[src/rtl/fifo_drain_ctrl.sv]
// Drain stage between a synchronous FIFO and a valid/ready consumer, using a 2-entry skid buffer.
// Define FIFO_DRAIN_STATS_EN to enable the pop counter and the sticky underflow flag.
module fifo_drain_ctrl #(
   parameter int unsigned FIFO_WIDTH = 16,
   parameter int unsigned CNT_WIDTH  = 16
) (
   input  logic                  clk,
   input  logic                  rst_n,
   input  logic                  empty_i,
   input  logic                  underflow_i,
   input  logic [FIFO_WIDTH-1:0] data_out_i,
   output logic                  rd_en_o,
   output logic                  m_valid_o,
   output logic [FIFO_WIDTH-1:0] m_data_o,
   input  logic                  m_ready_i,
   input  logic                  stats_clr_i,
   output logic [CNT_WIDTH-1:0]  pop_cnt_o,
   output logic                  err_underflow_o
);

   localparam logic [1:0] IDLE = 2'd0;
   localparam logic [1:0] ONE  = 2'd1;
   localparam logic [1:0] TWO  = 2'd2;

   logic [1:0]            occ_q, occ_d;
   logic                  inflight_q;
   logic                  wr_ptr_q, rd_ptr_q;
   logic [FIFO_WIDTH-1:0] mem_q [2];
   logic                  pop, land;
   logic [1:0]            level;

   assign land      = inflight_q;
   assign m_valid_o = (occ_q != IDLE);
   assign m_data_o  = mem_q[rd_ptr_q];
   assign pop       = m_valid_o & m_ready_i;

   // Words owned after this cycle: buffered plus in flight, minus the one leaving now.
   assign level   = occ_q + {1'b0, inflight_q} - {1'b0, pop};
   assign rd_en_o = ~empty_i & (level < 2'd2);

   always_comb begin
      occ_d = occ_q;
      case (occ_q)
         IDLE: if (land) occ_d = ONE;
         ONE: begin
            if (land && !pop)      occ_d = TWO;
            else if (pop && !land) occ_d = IDLE;
         end
         TWO: if (pop && !land) occ_d = ONE;
         default: occ_d = IDLE;
      endcase
   end

   always_ff @(posedge clk or negedge rst_n) begin
      if (!rst_n) begin
         occ_q      <= IDLE;
         inflight_q <= 1'b0;
         wr_ptr_q   <= 1'b0;
         rd_ptr_q   <= 1'b0;
         mem_q[0]   <= '0;
         mem_q[1]   <= '0;
      end else begin
         occ_q      <= occ_d;
         inflight_q <= rd_en_o;
         if (land) begin
            mem_q[wr_ptr_q] <= data_out_i;
            wr_ptr_q        <= ~wr_ptr_q;
         end
         if (pop) rd_ptr_q <= ~rd_ptr_q;
      end
   end

`ifdef FIFO_DRAIN_STATS_EN
   logic [CNT_WIDTH-1:0] pop_cnt_q;
   logic                 err_q;

   always_ff @(posedge clk or negedge rst_n) begin
      if (!rst_n) begin
         pop_cnt_q <= '0;
         err_q     <= 1'b0;
      end else if (stats_clr_i) begin
         pop_cnt_q <= '0;
         err_q     <= 1'b0;
      end else begin
         if (pop && (pop_cnt_q != {CNT_WIDTH{1'b1}})) begin
            pop_cnt_q <= pop_cnt_q + {{(CNT_WIDTH-1){1'b0}}, 1'b1};
         end
         if (underflow_i) err_q <= 1'b1;
      end
   end

   assign pop_cnt_o       = pop_cnt_q;
   assign err_underflow_o = err_q;
`else
   logic unused_stats;
   assign unused_stats    = stats_clr_i ^ underflow_i;
   assign pop_cnt_o       = '0;
   assign err_underflow_o = 1'b0;
`endif

endmodule

[config.mk]
export PLATFORM = sky130hd
export DESIGN_NAME = fifo_drain_ctrl
export DESIGN_NICKNAME = d
export VERILOG_FILES = /design/src/rtl/fifo_drain_ctrl.sv
export SDC_FILE = /design/constraint.sdc
export NUM_CORES = 1
export LEC_CHECK = 0
export BUFFER_PORTS_ARGS = -buffer_cell sky130_fd_sc_hd__buf_2
export CAP_MARGIN = 40
export CORE_MARGIN = 10
export CORE_UTILIZATION = 50
export DETAILED_ROUTE_END_ITERATION = 10
export GPL_ROUTABILITY_DRIVEN = 0
export GPL_TIMING_DRIVEN = 0
export PLACE_DENSITY_LB_ADDON = 0.08
export SETUP_SLACK_MARGIN = 0.1
export SKIP_LAST_GASP = 1
export SYNTH_ARGS = -nofsm -noshare
export SYNTH_HDL_FRONTEND = slang
export SYNTH_SLANG_ARGS = --single-unit
[constraint.sdc]
create_clock -name clk -period 2.5 [get_ports clk]
set_input_delay 0.5 -clock clk [delete_from_list [all_inputs] [get_ports clk]]
set_output_delay 0.5 -clock clk [all_outputs]
set_load 0.05 [all_outputs]
# Word level (Yosys, flattened, before mapping)
# Cells that the tools add are included.
[op_classes]
add_sub_neg = 2
n_lt_le_gt_ge = 4
n_eq_ne = 5
muxes = 11
bitwise_logic = 7
n_reduce_logical = 8
[op_table]
columns = ["op", "count"]
rows = [
  ["$mux 16", 4],
  ["$bwmux 32", 1],
  ["$demux 16 s1", 1],
  ["$mux 2", 4],
  ["$pmux 2 s3", 1],
  ["$ge 2x2->1 const B", 2],
  ["$ne 2x2->1 const B", 2],
  ["$not 1->2", 2],
  ["$logic_and 1x1->1", 3],
  ["$ne 3x3->1 const B", 1],
  ["$not 1->1", 3],
  ["$reduce_and 3->1", 1],
  ["$add 2x1->2", 1],
  ["$and 1x1->1", 2],
  ["$eq 2x1->1 const B", 1],
  ["$eq 2x2->1 const B", 1],
  ["$logic_not 1->1", 2],
  ["$logic_not 2->1", 1],
  ["$lt 2x1->1 const B", 1],
  ["$lt 2x2->1 const B", 1],
  ["$reduce_bool 2->1", 1],
  ["$sub 2x1->2", 1],
]
[word_totals]
reg_bits = 37
inputBits = 22
output_inout_bits = 35
word_cells = 43

# Logic depth before layout (Yosys ltp)
[depth]
ltp_word = 6
depth_mapped = 8
mapped_depth_nobuf = 7

# Worst setup path after synthesis
# Ideal clock, no wire load.
[synth_path]
kind = "flip-flop to output port"
start = "register occ_q[1]"
end = "output rd_en_o"
arrival_ns = 2.578
t_required_ns = 2.000
path_slack_ns = -0.578
stages_incl_launch_ff = 9
path_buffers = 1
path_cell_list = "dfrtp_1 -> clkbuf_1 -> or2_2 -> nand2_1 -> ha_1 -> nand2b_1 -> a31oi_1 -> o41ai_1 -> a31oi_1"
[synth_between]
elab_chain_len = 5
[synth_rtl]
columns = ["element", "line_no", "rtl"]
rows = [
  ["start: declaration", "25", "logic [1:0] occ_q, occ_d;"],
  ["start signal: assignment", "56", "occ_q <= IDLE;"],
  ["start signal: assignment", "63", "occ_q <= occ_d;"],
  ["$reduce_bool 2->1", "33", "assign m_valid_o = (occ_q != IDLE);"],
  ["named net m_valid_o", "13", "output logic m_valid_o,"],
  ["$and 1x1->1", "35", "assign pop = m_valid_o & m_ready_i;"],
  ["$sub 2x1->2", "38", "assign level = occ_q + {1'b0, inflight_q} - {1'b0, pop};"],
  ["$lt 2x2->1", "39", "assign rd_en_o = ~empty_i & (level < 2'd2);"],
  ["$and 1x1->1", "39", ""],
  ["end: declaration", "12", "output logic rd_en_o,"],
]
# The timed path passes the listed nets, and every way through them passes these cells.

# Worst setup path in the final report
[layout_path]
start = "register occ_q[1]"
end = "output rd_en_o"
[layout_between]
elab_chain_len = 5
[layout_rtl]
columns = ["element", "line_no"]
rows = [
  ["parallel branches: the longest is 2 deep, another holds $add 2x1->2", "--"],
  ["$sub 2x1->2 *", "38"],
  ["$lt 2x2->1 *", "39"],
  ["$and 1x1->1 *", "39"],
]
# Every way passes the cells marked *.

==> results.md <==
- PortBufs: 37
- Tightest Hold Check Type: primary input to asynchronous set/reset pin
- Worst reg2reg endpoint: inflight_q
- FF-to-FF path depth: 9
- DR pass1 iterations: 4
- Die height: 80.59 um
- Initial antenna violation count: 0
- Antenna Violating Nets Remaining: 0
- Die footprint: 6495 um^2
- 1st-iter DRT viols: 67
- Post-Synth Adder-Cell Area: 0.6817%
- Multiplexer share of the synthesized area: 32.04%
- Fmax: 384.0 MHz
- Critical path peak fanout: 8
- Largest net degree at the start of global routing: 38
- # setup viols final: 1
- Synth Area in Compound Gates: 1.977%
- H-tree Lvls: 2
- Wire per inst: 15.53 um
- Die width: 80.59 um
- Reg clk slew, reported paths: 0.07 ns
- Max_slew headroom: 47.46%
- Slowest stage delay, CP: 0.37 ns
- Synth Area in XOR/XNOR: 0.9543%
- # diodes: 0
- Sequential share of the synthesized area: 50.44%
- # clock sinks: 37
- Global-route usage over all layers: 11.62%
- Post-synthesis cell type count: 26
- Outcome: finished with violations
- RSZ-0062 raised after global routing: true
- Yosys warns: 0
- Failing checks: negative setup slack
- First-pass GRT wire length: 5858 um
- DRC viols: 0
- Fin. max-slew vios: 0
- Post-Syn Instances: 129
- Post-Synth Simple-Gate Area: 3.476%
- Most frequently used flop master after synthesis: dfrtp_1
- Layout cells sized above 1: 67.02%
- P&R area growth vs syn: 27.06%
- CTS root buf: clkbuf_8
- Fin crit period: 2.605 ns
- Clk_skew: 0.003919 ns
- CP most frequent cell: a31oi_4
- Slowest cell on crit path: dfrtp_1
- CTS tree: done
- Avg Cell Area, Syn: 14.23 um^2
- Setup crit start kind: register
- Worst-Margin Slew: 0.7881 ns
- Total global routing overflow: 0
- Total CTS buffers: 5
- Main combinational cell family by area after synthesis: multiplexers
- Most frequent cells in the layout: 38 x buf_2, 38 x mux2_2, 36 x dfrtp_1, 18 x buf_4, 17 x conb_1
- Core area: 3442 um^2
- Type of the worst setup path: register to primary output
- Longest Clk Path Bufs: 2
- Post-synth EDFFs: 0
- Synth Cell Area: 1836 um^2
- Clock Latency Late Sink: 0.28 ns
- DP HPWL: 2827 um
- Hold_ws: 0.2913 ns
- Final #Nets: 213
- FFs w/ async S/R, synth: 100.0%
- DR vias/cell: 4.743
- Period Utilization, post-route: 104.2%
- Initial Util: 53.33%
- Synth Register Bits: 37
- Pre-CTS setup slack: 0.07799 ns
- Crit-path leading delay family: simple AND/OR/NAND/NOR gates
- Arr. time, crit path: 2.10 ns
- Final setup margin: -0.1045 ns
- Vias in the first global route: 1222
- Reg2reg setup slack: 0.68 ns
- Worst r2r src: occ_q[1]
- CP required: 2.00 ns
- DR vias: 1124
- Endpoints failing hold: 0
- CP Cell Sequence: clkbuf_8 > or2_4 > nand2_4 > ha_4 > nand2b_4 > a31oi_4 > o41ai_2 > a31oi_4 > buf_6
- Crit end category: primary output
- WL final: 3681 um
- Row count: 21
- Crit path buf inv count: 2
- # IOs: 57
- Max-capacitance violation count: 0
[worst max path at each step]
stage / startpoint / endpoint / slack (ns) / depth (start not counted)
after floorplan: occ_q[1] / rd_en_o / 0.11 / 8
final: occ_q[1] / rd_en_o / -0.10 / 9
after CTS: occ_q[1] / rd_en_o / -0.09 / 8
after global routing: occ_q[1] / rd_en_o / -0.21 / 9
after detailed placement: occ_q[0] / rd_en_o / 0.08 / 8
after global placement: occ_q[0] / rd_en_o / 0.12 / 8
[Yosys cell counts (2+ instances only)]
cell type | number | share of area [%]
mux2_4 | 10 | 8.2
mux2_2 | 38 | 23
nand2b_1 | 2 | 0.68
buf_2 | 2 | 0.55
a31oi_1 | 2 | 0.68
buf_6 | 2 | 1.2
nand2_1 | 2 | 0.41
dfrtp_1 | 37 | 50
buf_4 | 17 | 7.0
[registers in the layout, indices dropped and copies added, names as in the netlist]
register	flops
mem_q	32
occ_q	2
inflight_q	1
rd_ptr_q	1
wr_ptr_q	1
[kinds of logic (layout without fill, tap and decap cells)]
group,after synthesis,count (layout)
adders and majority gates,1,1
buffers and inverters,24,70
muxes,49,49
DFF,37,37
xor gates and xnor gates,2,2
AOI/OAI and AO/OA,5,5
and+or+nand+nor,10,10
other,1,17
[routing by layer]
| metal | wire length (um) | GRT usage, % | vias up |
|---|---|---|---|
| met2 | 1836 | 19.59 | 35 |
| met1 | 1474 | 12.02 | 544 |
| met5 | 0 | 0 | - |
| li1 | - | - | 538 |
| met4 | 42 | 3.169 | 0 |
| met3 | 328 | 6.682 | 7 |
[stage by stage]
step	TNS [ns]	area, um^2	instances	util (%)
2_1_floorplan	0	1953	145	-
3_3_place_gp	0	2196	228	63.80
3_5_place_dp	0	2196	228	63.80
4_1_cts	-0.09477	2325	236	67.54
5_1_grt	-0.2068	2332	237	67.76
6_report	-0.1045	2332	237	67.76
[cell type report]
class | instances | area [um^2]
Inverter | 1 | 3.754
Fill cell | 257 | 1110
Sequential cell | 37 | 927.1
Buffer | 23 | 193.9
Multi-Input combinational cell | 84 | 849.6
Clock inverter | 1 | 5.005
Timing Repair Buffer | 38 | 198.9
Tap cell | 46 | 57.56
Clock buffer | 7 | 96.34
[what timing repair did]
item,CTS,global route
gates resized for setup,6,0
gates cloned,0,0
endpoints found under the setup margin,1,1
buffers inserted,0,1
hold buffers,0,0
Power is left out: the tool's default activity adds up to more than one toggle a clock period on the data nets, which glitch-free logic cannot reach.
